--- config.mk ---
export PLATFORM = sky130hd
export DESIGN_NAME = apb_adv_timer_pwm_capture_flat
export DESIGN_NICKNAME = d
export VERILOG_FILES = /design/src/rtl/apb_adv_timer_pwm_capture_if.sv /design/src/rtl/apb_adv_timer_pwm_capture.sv /design/src/flat_wrapper.sv
export SDC_FILE = /design/constraint.sdc
export NUM_CORES = 1
export LEC_CHECK = 0
export ABC_AREA = 1
export CAP_MARGIN = 20
export CORE_UTILIZATION = 59
export DETAILED_ROUTE_END_ITERATION = 7
export PLACE_DENSITY = 0.85
export SLEW_MARGIN = 25
export SYNTH_ARGS = -nofsm -noshare
export SYNTH_HDL_FRONTEND = slang
export SYNTH_SLANG_ARGS = --single-unit
--- constraint.sdc ---
create_clock -name clk_i -period 3.05 [get_ports clk_i]
set_input_delay 0.61 -clock clk_i [delete_from_list [all_inputs] [get_ports clk_i]]
set_output_delay 0.61 -clock clk_i [all_outputs]
set_load 0.02 [all_outputs]
--- src/rtl/apb_adv_timer_pwm_capture_if.sv ---
// Result handshake between the PWM capture block (master) and its consumer (slave).
// Signal names match the original flat ports of the capture block.
interface apb_adv_timer_pwm_capture_if #(
    parameter int unsigned CNT_W = 32
) ();
    logic             meas_valid_o;
    logic             meas_ready_i;
    logic [CNT_W-1:0] high_o;
    logic [CNT_W-1:0] period_o;

    modport master (
        output meas_valid_o,
        output high_o,
        output period_o,
        input  meas_ready_i
    );

    modport slave (
        input  meas_valid_o,
        input  high_o,
        input  period_o,
        output meas_ready_i
    );
endinterface

--- src/rtl/apb_adv_timer_pwm_capture.sv ---
// Measures high-phase length and rise-to-rise period of one selected timer channel,
// continuously, delivering results over a valid/ready handshake.
module apb_adv_timer_pwm_capture #(
    parameter int unsigned CNT_W = 32
) (
    input  logic                               clk_i,
    input  logic                               rst_ni,
    input  logic                               en_i,
    input  logic [1:0]                         sel_i,
    input  logic [3:0]                         ch_i,
    apb_adv_timer_pwm_capture_if.master        meas,
    output logic                               overflow_o,
    output logic                               dropped_o,
    output logic                               busy_o
);
    typedef enum logic [1:0] {
        IDLE,
        WAIT_RISE,
        MEAS_HIGH,
        MEAS_LOW
    } state_e;

    localparam logic [CNT_W-1:0] CNT_MAX = '1;
    localparam logic [CNT_W-1:0] CNT_ONE = CNT_W'(1);

    state_e           state_q, state_d;
    logic [1:0]       sel_q, sel_d;
    logic             s_q, s_d;
    logic [CNT_W-1:0] cnt_q, cnt_d;
    logic [CNT_W-1:0] hlat_q, hlat_d;
    logic [CNT_W-1:0] high_q, high_d;
    logic [CNT_W-1:0] period_q, period_d;
    logic             valid_q, valid_d;
    logic             ovf_q, ovf_d;
    logic             drop_q, drop_d;

    logic bit_w, rise, fall, complete, hs;

    always_comb begin
        bit_w    = ch_i[sel_q];
        rise     = bit_w & ~s_q;
        fall     = ~bit_w & s_q;
        hs       = valid_q & meas.meas_ready_i;
        complete = 1'b0;

        state_d  = state_q;
        sel_d    = sel_q;
        s_d      = bit_w;
        cnt_d    = cnt_q;
        hlat_d   = hlat_q;
        high_d   = high_q;
        period_d = period_q;
        valid_d  = valid_q;
        ovf_d    = ovf_q;
        drop_d   = drop_q;

        if (!en_i) begin
            state_d = IDLE;
        end else begin
            case (state_q)
                IDLE: begin
                    // Preload s_q so a level that is already high is not seen as a rise.
                    state_d = WAIT_RISE;
                    sel_d   = sel_i;
                    s_d     = ch_i[sel_i];
                    cnt_d   = '0;
                    ovf_d   = 1'b0;
                    drop_d  = 1'b0;
                end
                WAIT_RISE: begin
                    if (rise) begin
                        state_d = MEAS_HIGH;
                        cnt_d   = CNT_ONE;
                    end
                end
                MEAS_HIGH: begin
                    // The fall cycle still counts towards the period, so it increments too.
                    if (cnt_q == CNT_MAX) begin
                        ovf_d   = 1'b1;
                        state_d = WAIT_RISE;
                    end else if (fall) begin
                        hlat_d  = cnt_q;
                        cnt_d   = cnt_q + CNT_ONE;
                        state_d = MEAS_LOW;
                    end else begin
                        cnt_d = cnt_q + CNT_ONE;
                    end
                end
                MEAS_LOW: begin
                    if (rise) begin
                        complete = 1'b1;
                        cnt_d    = CNT_ONE;
                        state_d  = MEAS_HIGH;
                    end else if (cnt_q == CNT_MAX) begin
                        ovf_d   = 1'b1;
                        state_d = WAIT_RISE;
                    end else begin
                        cnt_d = cnt_q + CNT_ONE;
                    end
                end
            endcase
        end

        if (complete) begin
            if (!valid_q || hs) begin
                valid_d  = 1'b1;
                high_d   = hlat_q;
                period_d = cnt_q;
            end else begin
                drop_d = 1'b1;
            end
        end else if (hs) begin
            valid_d = 1'b0;
        end
    end

    always_ff @(posedge clk_i) begin
        if (!rst_ni) begin
            state_q  <= IDLE;
            sel_q    <= '0;
            s_q      <= 1'b0;
            cnt_q    <= '0;
            hlat_q   <= '0;
            high_q   <= '0;
            period_q <= '0;
            valid_q  <= 1'b0;
            ovf_q    <= 1'b0;
            drop_q   <= 1'b0;
        end else begin
            state_q  <= state_d;
            sel_q    <= sel_d;
            s_q      <= s_d;
            cnt_q    <= cnt_d;
            hlat_q   <= hlat_d;
            high_q   <= high_d;
            period_q <= period_d;
            valid_q  <= valid_d;
            ovf_q    <= ovf_d;
            drop_q   <= drop_d;
        end
    end

    assign meas.meas_valid_o = valid_q;
    assign meas.high_o       = high_q;
    assign meas.period_o     = period_q;
    assign overflow_o        = ovf_q;
    assign dropped_o         = drop_q;
    assign busy_o            = (state_q != IDLE);
endmodule

--- src/flat_wrapper.sv ---
// flat-port wrapper written by rule: the top's interface ports become plain ports
module apb_adv_timer_pwm_capture_flat 
#(
    parameter int unsigned CNT_W = 32
)
  (clk_i, rst_ni, en_i, sel_i, ch_i, overflow_o, dropped_o, busy_o, meas_meas_valid_o, meas_high_o, meas_period_o, meas_meas_ready_i);
  apb_adv_timer_pwm_capture_if #(.CNT_W(CNT_W)) meas_i ();
  input  logic clk_i;
  input  logic rst_ni;
  input  logic en_i;
  input  logic [1:0] sel_i;
  input  logic [3:0] ch_i;
  output logic overflow_o;
  output logic dropped_o;
  output logic busy_o;
  output wire logic [$bits(meas_i.meas_valid_o)-1:0] meas_meas_valid_o;
  output wire logic [$bits(meas_i.high_o)-1:0] meas_high_o;
  output wire logic [$bits(meas_i.period_o)-1:0] meas_period_o;
  input wire logic [$bits(meas_i.meas_ready_i)-1:0] meas_meas_ready_i;
  assign meas_meas_valid_o = meas_i.meas_valid_o;
  assign meas_high_o = meas_i.high_o;
  assign meas_period_o = meas_i.period_o;
  assign meas_i.meas_ready_i = meas_meas_ready_i;
  apb_adv_timer_pwm_capture #(.CNT_W(CNT_W)) u_core (.clk_i(clk_i), .rst_ni(rst_ni), .en_i(en_i), .sel_i(sel_i), .ch_i(ch_i), .meas(meas_i), .overflow_o(overflow_o), .dropped_o(dropped_o), .busy_o(busy_o));
endmodule
==> metrics.cfg, run 1 <==
[worst_setup_path]
rr_endpoint = u_core.hlat_q[26]$_SDFFE_PN0P_
r2r-start = u_core.cnt_q[0]$_SDFFE_PN0P_
worstSetupEndpointType = output pin
path_class = reg2out
critical_path_required_ns = 2.44
startpoint_type = register
critPathSlowestCell = clkdlybuf4s50_1
arrival_ns = 1.71
ff2ff_setup_slack_ns = 0.74
max_stage_delay_ns = 0.60
worst-path-max-fanout = 6
rr_worst_depth = 10
path_cells = nor2_1 > inv_1 > clkdlybuf4s50_1

[floorplanning]
start_util_pct = 61.5
die_y_um = 100
fp.coreArea_um2 = 9280
fp.dieArea_um2 = 10100
fp.dieW_um = 100
rows = 35
pin_count = 78

[layout]
multi_input_area_um2 = 2480
areaGrowthSynthToFinish_pct = 24.5
final_common_cell = dfxtp_1
final_area_um2 = 7110
layout_common_cells = dfxtp_1 (136), nor2_1 (103), clkdlybuf4s50_1 (76)
stdcell_count = 922
layout-drive-gt1-share_pct = 14.2
num_antenna_cells = 0
n_fill_cell = 662
fin_nets = 791
regArea_um2 = 2720

[cts]
clock-root-buffer = clkbuf_8
clk_pin_slew_ns = 0.07
cts_resized = 0
cts_tree = yes
insertion_delay_ns = 0.52
clock_path_buffers = 2
cts-hold-fix-buffers = 0
cts_buffers = 17
cts.sink_count = 136
htree_levels = 4
post_cts_buffers = 0

[timing]
slew_viol_final = 0
clock_skew_ns = 0.0133
rsz0062_at_grt = false
finalCritPeriodShare_pct = 76.1
hold_viol = 0
tns_ns = 0
fmax_ghz = 0.431
final-setup-viol-count = 0
finalCriticalPeriod_ns = 2.32
timing.final.ws_setup_ns = 0.729
max_slew.worst_pin.slew_ns = 0.820
relSlewSlack_pct = 45.3

[pwr]
power_mw = 3.95
p_per_area_nw_per_um2 = 556
cellLeakagePower_nw = 2.70
vdd_drop_max_v = 0.000406

[worst_hold_path]
whs_path_depth = 2
hold_start = u_core.overflow_o$_SDFFE_PN0P_
min_to = u_core.overflow_o$_SDFFE_PN0P_
holdCritPathClass = reg2reg

[global_routing]
grt_use_met1_pct = 41.2
antenna_found_initial = 0
grt_use_met2_pct = 49.3
grt_util_met3_pct = 5.71
grt_pass1_vias = 4823
grt_max_degree = 79
grt.total_usage_pct = 30.7
grt_pass1_wl_mm = 24.0
busiest_layer = met2
gr-total-overflow = 0

[yosys]
synth-seq-cells = 136
ys_types = 39
synthFlopType = dfxtp_1
ys_seq_area_share_pct = 47.7
netlist_instances = 711
syn_area_um2 = 5710
synth_area_leaders = dfxtp_1 (48%), nor2_1 (6.8%), o21ai_0 (6.5%), a21oi_1 (5.2%), inv_1 (4.7%)
synth_top_area_cell = dfxtp_1
async_flop_share_pct = 0
synth-edff-count = 0
syn_nets = 722
yosysWarnings = 0
yosysTopAreaCellShare_pct = 47.7
synth_area_per_cell_um2 = 8.03

[route]
vias = 5112
wire_per_inst_um = 15.9
first_pass_iters = 5
via_per_inst = 5.54
routed_wirelength_mm = 14.6
drc = 0
drt_iter0_markers = 323
detail-route-antenna-nets = 0

[placement]
hpwl_mm = 9.70
pre_cts_slack_ns = 0.346
gp_congestion = 0.949
placed_area_um2 = 6520
dp.cells = 890
io_buffers = 77

[run]
drv_cap = 0

[outcome]
outcome = finished clean

## synthesized netlist by cell type (6+ instances only)
library cell and n:
dfxtp_1 136, nand2_1 63, a21oi_1 59, clkbuf_1 11, a21oi_2 29, nor3_1 15, buf_2 14, nand3_2 6
nand3_1 19, buf_4 6, xnor2_1 7, o21ai_1 31, inv_1 71, nand4_1 13, o21ai_0 74, nor2_1 103
nor2_2 9
## through the flow
stage	hold WS, ns	utilization (%)
after global routing	0.475	76.5
after CTS	0.461	76.5
after global placement	0.441	70.3
after floorplan	0.430	-
after detailed placement	0.449	70.3
final	0.462	76.5
## registers in the layout, summed over array words and instances (netlist names)
signal                    flops
u_core.sel_q                  2
u_core.meas.meas_valid_o      1
u_core.hlat_q                32
u_core.overflow_o             1
u_core.state_q                2
u_core.dropped_o              1
u_core.meas.high_o           32
u_core.s_q                    1
u_core.meas.period_o         32
u_core.cnt_q                 32
## cell type report
cell class	instances	area share [%]
Clock buffer	18	6.02
Clock inverter	14	2.18
Inverter	77	4.14
Multi-Input combinational cell	461	34.9
Sequential cell	136	38.3
Tap cell	129	2.27
Timing Repair Buffer	87	12.2
## logic make-up (layout without fill, tap and decap cells)
logic type	Yosys count	in the layout	share of synthesized area, %
buffers and inverters	114	196	8.84
AOI/OAI and AO/OA	199	199	19.7
DFF	136	136	47.7
adders and majority gates	1	1	0.219
xor gates and xnor gates	9	9	1.38
and+or+nand+nor	252	252	22.1
## worst max-delay path by stage
stage | end | depth (start not counted) | slack, ns | start
2_1_floorplan | u_core.cnt_q[18]$_SDFFE_PN0P_ | 10 | 1.34 | ch_i[1]
3_3_place_gp | u_core.hlat_q[28]$_SDFFE_PN0P_ | 10 | 0.47 | ch_i[1]
3_5_place_dp | u_core.hlat_q[26]$_SDFFE_PN0P_ | 10 | 0.35 | ch_i[1]
4_1_cts | busy_o | 3 | 0.72 | u_core.state_q[1]$_SDFFE_PN0P_
5_1_grt | u_core.hlat_q[26]$_SDFFE_PN0P_ | 10 | 0.62 | u_core.cnt_q[0]$_SDFFE_PN0P_
6_report | busy_o | 3 | 0.73 | u_core.state_q[1]$_SDFFE_PN0P_
## where the power goes
group	switching, mW	leakage (nW)	internal, mW
clock	0.864	0.278	1.14
sequential	0.00991	1.10	1.79
combinational	0.104	1.32	0.0499
total	0.978	2.70	2.98
## layer usage
metal | share of wire (%) | up-vias | wire (um)
met3 | 5.6 | 29 | 822
li1 | - | 2479 | -
met1 | 46 | 2406 | 6680
met5 | 0 | - | 0
met4 | 1.8 | 0 | 257
met2 | 47 | 198 | 6860
## critical path: cells and delay by family (launching register included)
kind | cells | cell delay [ns]
AND/OR/NAND/NOR | 1 | 0.08
buffers and inverters | 2 | 0.68
flip-flops | 1 | 0.42
Note: power is estimated with default switching activity, not from simulation.
==> inputs of run 2 (changes only) <==
--- a/config.mk
+++ b/config.mk
@@ -7,9 +7,9 @@
 export LEC_CHECK = 0
 export ABC_AREA = 1
 export CAP_MARGIN = 20
-export CORE_UTILIZATION = 59
+export CORE_UTILIZATION = 55
 export DETAILED_ROUTE_END_ITERATION = 7
-export PLACE_DENSITY = 0.85
+export PLACE_DENSITY = 0.8
 export SLEW_MARGIN = 25
 export SYNTH_ARGS = -nofsm -noshare
 export SYNTH_HDL_FRONTEND = slang
==> constraint.sdc (replaced) <==
create_clock -name clk_i -period 2.35 [get_ports clk_i]
set_input_delay 0.47 -clock clk_i [delete_from_list [all_inputs] [get_ports clk_i]]
set_output_delay 0.47 -clock clk_i [all_outputs]
set_load 0.02 [all_outputs]
==> metrics.cfg, run 2 (synthesis gave the netlist of run 1 again) <==
[cts]
post_cts_buffers = 0  ; unchanged
insertion_delay_ns = 0.52  ; about the same
clk_pin_slew_ns = 0.06  ; was 0.07 ns
clock_path_buffers = 2  ; unchanged
cts.sink_count = 136  ; unchanged
cts_buffers = 17  ; unchanged
cts_resized = 0  ; unchanged
clock-root-buffer = clkbuf_8  ; unchanged
cts-hold-fix-buffers = 0  ; unchanged
cts_tree = yes  ; unchanged
htree_levels = 4  ; unchanged

[pwr]
cellLeakagePower_nw = 2.74  ; was 2.70 nW
combPwrFrac_pct = 3.9  ; about the same
pwr-share-seq_pct = 46.1  ; was 45.4%
internal_power_mw = 3.91  ; was 2.98 mW
clkPwrFrac_pct = 50.0  ; was 50.7%
p_per_area_nw_per_um2 = 704  ; was 556 nW/um^2
switching_share_pct = 22.7  ; was 24.7%
switching_power_mw = 1.15  ; was 978 uW
vdd_drop_max_v = 0.000468  ; was 0.000406 V

[route]
detail-route-antenna-nets = 0  ; unchanged
vias = 5054  ; was 5112
via_per_inst = 5.41  ; was 5.54
first_pass_iters = 5  ; unchanged
wire_per_inst_um = 14.8  ; was 15.9 um
drt_iter0_markers = 331  ; was 323
drc = 0  ; unchanged
routed_wirelength_mm = 13.9  ; was 14.6 mm

[layout]
stdcell_count = 935  ; was 922
layout_common_cells = dfxtp_1 (136), nor2_1 (103), clkdlybuf4s50_1 (76)  ; unchanged
final_common_cell = dfxtp_1  ; unchanged
fin_nets = 800  ; was 791
post-route-util_pct = 72.4  ; was 76.5%
areaGrowthSynthToFinish_pct = 25.8  ; was 24.5%
final_area_um2 = 7180  ; was 7110 um^2
num_antenna_cells = 0  ; unchanged
layout-drive-gt1-share_pct = 15.0  ; was 14.2%

[timing]
max_slew.worst_pin.slew_ns = 0.629  ; was 0.820 ns
final-setup-viol-count = 0  ; unchanged
rsz0062_at_grt = false  ; unchanged
finalCriticalPeriod_ns = 2.18
hold_viol = 0  ; unchanged
timing.final.ws_setup_ns = 0.174  ; was 0.729 ns
clock_skew_ns = 0.00897  ; was 0.0133 ns
tns_ns = 0  ; unchanged
slew_viol_final = 0  ; unchanged
relSlewSlack_pct = 57.7  ; was 45.3%
finalCritPeriodShare_pct = 92.6
fmax_ghz = 0.460

[floorplanning]
rows = 36  ; was 35
die_y_um = 104  ; was 100 um
pin_count = 78  ; unchanged
fp.dieW_um = 104  ; was 100 um
start_util_pct = 57.6  ; was 61.5%
fp.dieArea_um2 = 10800  ; was 10100 um^2
fp.coreArea_um2 = 9910  ; was 9280 um^2

[worst_setup_path]
critical_path_required_ns = 1.88  ; was 2.44 ns
path_delay_family = buffers and inverters  ; unchanged
worst-path-buf-inv = 2  ; unchanged
worst-path-max-fanout = 6  ; unchanged
max_stage_delay_ns = 0.60  ; about the same
path_cells = nor2_1 > inv_1 > clkdlybuf4s50_1  ; unchanged
critPathSlowestCell = clkdlybuf4s50_1  ; unchanged
startpoint_type = register  ; unchanged
arrival_ns = 1.71  ; about the same
worstSetupEndpointType = output pin  ; unchanged
path_class = reg2out  ; unchanged

[placement]
hpwl_mm = 9.48  ; was 9.70 mm
pre_cts_slack_ns = 0.0107  ; was 0.346 ns
dp.cells = 903  ; was 890
gp_congestion = 0.935  ; was 0.949
io_buffers = 77  ; unchanged
placed_area_um2 = 6610  ; was 6520 um^2

[global_routing]
gr-total-overflow = 0  ; unchanged
antenna_found_initial = 0  ; unchanged
grt_max_degree = 85  ; was 79
grt_pass1_wl_mm = 23.2  ; was 24.0 mm
grt_pass1_vias = 4778  ; was 4823
grt.total_usage_pct = 26.7  ; was 30.7%

[run]
drv_cap = 0  ; unchanged

[outcome]
outcome = finished clean  ; unchanged

[worst_hold_path]
holdCritPathClass = in2reg  ; was reg2reg

-- run 2: layout make-up --
class / count / area (um^2)
Clock inverter: 13 / 146
Clock buffer: 19 / 422
Inverter: 77 / 294
Sequential cell: 136 / 2720
Timing Repair Buffer: 96 / 946
Tap cell: 133 / 166
Multi-Input combinational cell: 461 / 2480
Fill cell: 780 / 2730
-- run 2: metal layers --
| metal | part of all wire [%] | track usage (%) | vias up |
|---|---|---|---|
| li1 | - | - | 2503 |
| met1 | 45 | 36.2 | 2318 |
| met2 | 46 | 42.0 | 212 |
| met3 | 7.2 | 5.45 | 21 |
| met4 | 1.5 | 10.0 | 0 |
| met5 | 0 | 0 | - |
-- run 2: per-stage QoR --
step	total power, mW	hold WS [ns]
after CTS	5.08	0.381
after global routing	5.22	0.413
after global placement	2.57	0.439
after floorplan	2.51	0.430
final	5.06	0.387
after detailed placement	2.57	0.451
-- run 2: worst paths after layout --
kind,start,to,slack [ns],cells past startpoint
max,u_core.state_q[1]$_SDFFE_PN0P_,busy_o,0.17,3
min,rst_ni,u_core.meas.period_o[10]$_SDFFE_PN0P_,0.39,3
max reg2reg,u_core.cnt_q[1]$_SDFFE_PN0P_,u_core.hlat_q[26]$_SDFFE_PN0P_,0.21,10
min reg2reg,u_core.overflow_o$_SDFFE_PN0P_,u_core.overflow_o$_SDFFE_PN0P_,0.46,2
-- run 2: worst register-to-register path: cells and delay by family, from the launching register on --
family / cells / cell delay (ns)
and+or+nand+nor: 6 / 0.83
DFF: 1 / 0.42
AOI/OAI and AO/OA: 2 / 0.39
buffers and inverters: 1 / 0.22
adders and majority gates: 1 / 0.21
-- run 2: power groups by stage --
stage	sequential, mW	clock [mW]	combinational [mW]
finish	2.33	2.53	0.199
global placement	2.38	0	0.189
floorplan	2.38	0	0.132
CTS	2.33	2.55	0.197
global route	2.33	2.68	0.217
detailed placement	2.38	0	0.194
==> inputs of run 3 (changes only) <==
--- a/config.mk
+++ b/config.mk
@@ -7,6 +7,7 @@
 export LEC_CHECK = 0
 export ABC_AREA = 1
 export CAP_MARGIN = 20
+export CORE_ASPECT_RATIO = 0.75
 export CORE_UTILIZATION = 55
 export DETAILED_ROUTE_END_ITERATION = 7
 export PLACE_DENSITY = 0.8
==> metrics.cfg, run 3 (synthesis gave the netlist of run 1 again) <==
[outcome]
outcome = finished clean  ; unchanged

[timing]
fmax_ghz = 0.483  ; was 0.460 GHz
clock_skew_ns = 0.00553  ; was 0.00897 ns
relSlewSlack_pct = 64.2  ; was 57.7%
finalCritPeriodShare_pct = 88.2  ; was 92.6%
tns_ns = 0  ; unchanged
timing.final.ws_setup_ns = 0.278  ; was 0.174 ns
hold_viol = 0  ; unchanged
max_slew.worst_pin.slew_ns = 0.533  ; was 0.629 ns
final-setup-viol-count = 0  ; unchanged
rsz0062_at_grt = false  ; unchanged
slew_viol_final = 0  ; unchanged
finalCriticalPeriod_ns = 2.07  ; was 2.18 ns

[cts]
cts_resized = 0  ; unchanged
cts.sink_count = 136  ; unchanged
clk_pin_slew_ns = 0.05  ; was 0.06 ns
cts_tree = yes  ; unchanged
cts-hold-fix-buffers = 0  ; unchanged
clock_path_buffers = 2  ; unchanged
insertion_delay_ns = 0.42  ; was 0.52 ns
cts_buffers = 17  ; unchanged
post_cts_buffers = 0  ; unchanged
htree_levels = 4  ; unchanged
clock-root-buffer = clkbuf_16  ; was clkbuf_8

[worst_hold_path]
holdCritPathClass = reg2reg  ; was in2reg
min_to = u_core.hlat_q[18]$_SDFFE_PN0P_  ; was u_core.meas.period_o[10]$_SDFFE_PN0P_
whs_path_depth = 2  ; was 3
hold_start = u_core.hlat_q[18]$_SDFFE_PN0P_  ; was rst_ni

[layout]
layout_common_cells = dfxtp_1 (136), nor2_1 (103), clkdlybuf4s50_1 (76)  ; unchanged
layout-drive-gt1-share_pct = 14.5  ; was 15.0%
final_area_um2 = 7190  ; was 7180 um^2
fin_nets = 798  ; was 800
num_antenna_cells = 0  ; unchanged
areaGrowthSynthToFinish_pct = 26.1  ; was 25.8%
n_fill_cell = 776  ; was 780
final_common_cell = dfxtp_1  ; unchanged
post-route-util_pct = 73.0  ; was 72.4%

[placement]
io_buffers = 77  ; unchanged
gp_congestion = 0.947  ; was 0.935
hpwl_mm = 9.61  ; was 9.48 mm
placed_area_um2 = 6620  ; was 6610 um^2
pre_cts_slack_ns = 0.0169  ; was 0.0107 ns

[worst_setup_path]
ff2ff_setup_slack_ns = 0.36  ; was 0.21 ns
rr_endpoint = u_core.hlat_q[17]$_SDFFE_PN0P_  ; was u_core.hlat_q[26]$_SDFFE_PN0P_
worstSetupEndpointType = output pin  ; unchanged
startpoint_type = register  ; unchanged
critical_path_required_ns = 1.88  ; about the same
arrival_ns = 1.60  ; was 1.71 ns
r2r-start = u_core.cnt_q[1]$_SDFFE_PN0P_  ; unchanged
rr_worst_depth = 10  ; unchanged
crit_path_start = u_core.state_q[1]$_SDFFE_PN0P_  ; unchanged
worst-path-max-fanout = 6  ; unchanged
path_class = reg2out  ; unchanged

[pwr]
p_per_area_nw_per_um2 = 711  ; was 704 nW/um^2
cellLeakagePower_nw = 2.75  ; was 2.74 nW
vdd_drop_max_v = 0.000565  ; was 0.000468 V

[floorplanning]
pin_count = 78  ; unchanged
fp.dieW_um = 120  ; was 104 um
rows = 31  ; was 36
fp.dieArea_um2 = 10800  ; about the same
fp.coreArea_um2 = 9850  ; was 9910 um^2
die_y_um = 90.2  ; was 104 um
start_util_pct = 57.9  ; was 57.6%

[route]
drc = 0  ; unchanged
vias = 5056  ; was 5054
via_per_inst = 5.42  ; was 5.41
first_pass_iters = 5  ; unchanged
drt_iter0_markers = 461  ; was 331
detail-route-antenna-nets = 0  ; unchanged
routed_wirelength_mm = 14.1  ; was 13.9 mm
wire_per_inst_um = 15.1  ; was 14.8 um

[run]
drv_cap = 0  ; unchanged

[global_routing]
grt_pass1_vias = 4710  ; was 4778
gr-total-overflow = 0  ; unchanged
grt_max_degree = 61  ; was 85
antenna_found_initial = 0  ; unchanged
grt.total_usage_pct = 26.9  ; was 26.7%
grt_pass1_wl_mm = 22.8  ; was 23.2 mm

==> run 3: changes by cell type in the layout (fill, tap and decap cells not counted), moves of 2 or more <==
cell | before | now
buf_12 | 3 | 5
buf_4 | 16 | 12
clkbuf_1 | 2 | 4
clkbuf_8 | 1 | 3
clkinv_2 | 2 | 4
clkinv_4 | 3 | 1
clkinvlp_4 | 4 | 2
inv_6 | 2 | 0
==> run 3: power by group <==
group | total (mW) | internal, mW | switching, mW
sequential | 2.33 | 2.32 | 0.0103
clock | 2.58 | 1.64 | 0.947
combinational | 0.200 | 0.0694 | 0.131
total | 5.11 | 4.03 | 1.09
==> run 3: area by class of cell <==
cell class	instances	area [um^2]	share of cell area, %
repair buffers	94	956	13.3
flip-flops and latches	136	2720	37.8
well taps	132	165	2.30
clock buffers	24	482	6.70
inverters	77	294	4.09
multi-input cells	461	2480	34.5
clock inverters	8	95.1	1.32
==> run 3: metrics by stage <==
| stage | cells | hold WS [ns] | total power [mW] |
|---|---|---|---|
| CTS | 932 | 0.455 | 5.13 |
| detailed placement | 900 | 0.447 | 2.57 |
| floorplan | 711 | 0.430 | 2.51 |
| global route | 932 | 0.475 | 5.28 |
| finish | 932 | 0.457 | 5.11 |
| global placement | 900 | 0.442 | 2.57 |
==> run 3: worst max-delay path, cell delays in order, from the launching register on <==
cell,delay (ns)
dfxtp_1,0.42
nor2_1,0.07
inv_1,0.08
clkdlybuf4s50_1,0.61
==> run 3: how the worst max path moves through the flow <==
stage,endpoint,slack (ns),cells past startpoint
finish,busy_o,0.28,3
global route,u_core.cnt_q[18]$_SDFFE_PN0P_,0.19,10
CTS,busy_o,0.29,3
detailed placement,u_core.cnt_q[18]$_SDFFE_PN0P_,0.02,10
global placement,u_core.cnt_q[18]$_SDFFE_PN0P_,0.12,10
floorplan,u_core.cnt_q[3]$_SDFFE_PN0P_,0.69,11
==> run 3: layer usage <==
layer	vias up	share of wire (%)	track usage [%]
met5	-	0	0
met4	0	2.2	11.4
met3	29	5.9	5.84
met2	181	47	43.5
met1	2343	45	34.7
li1	2503	-	-
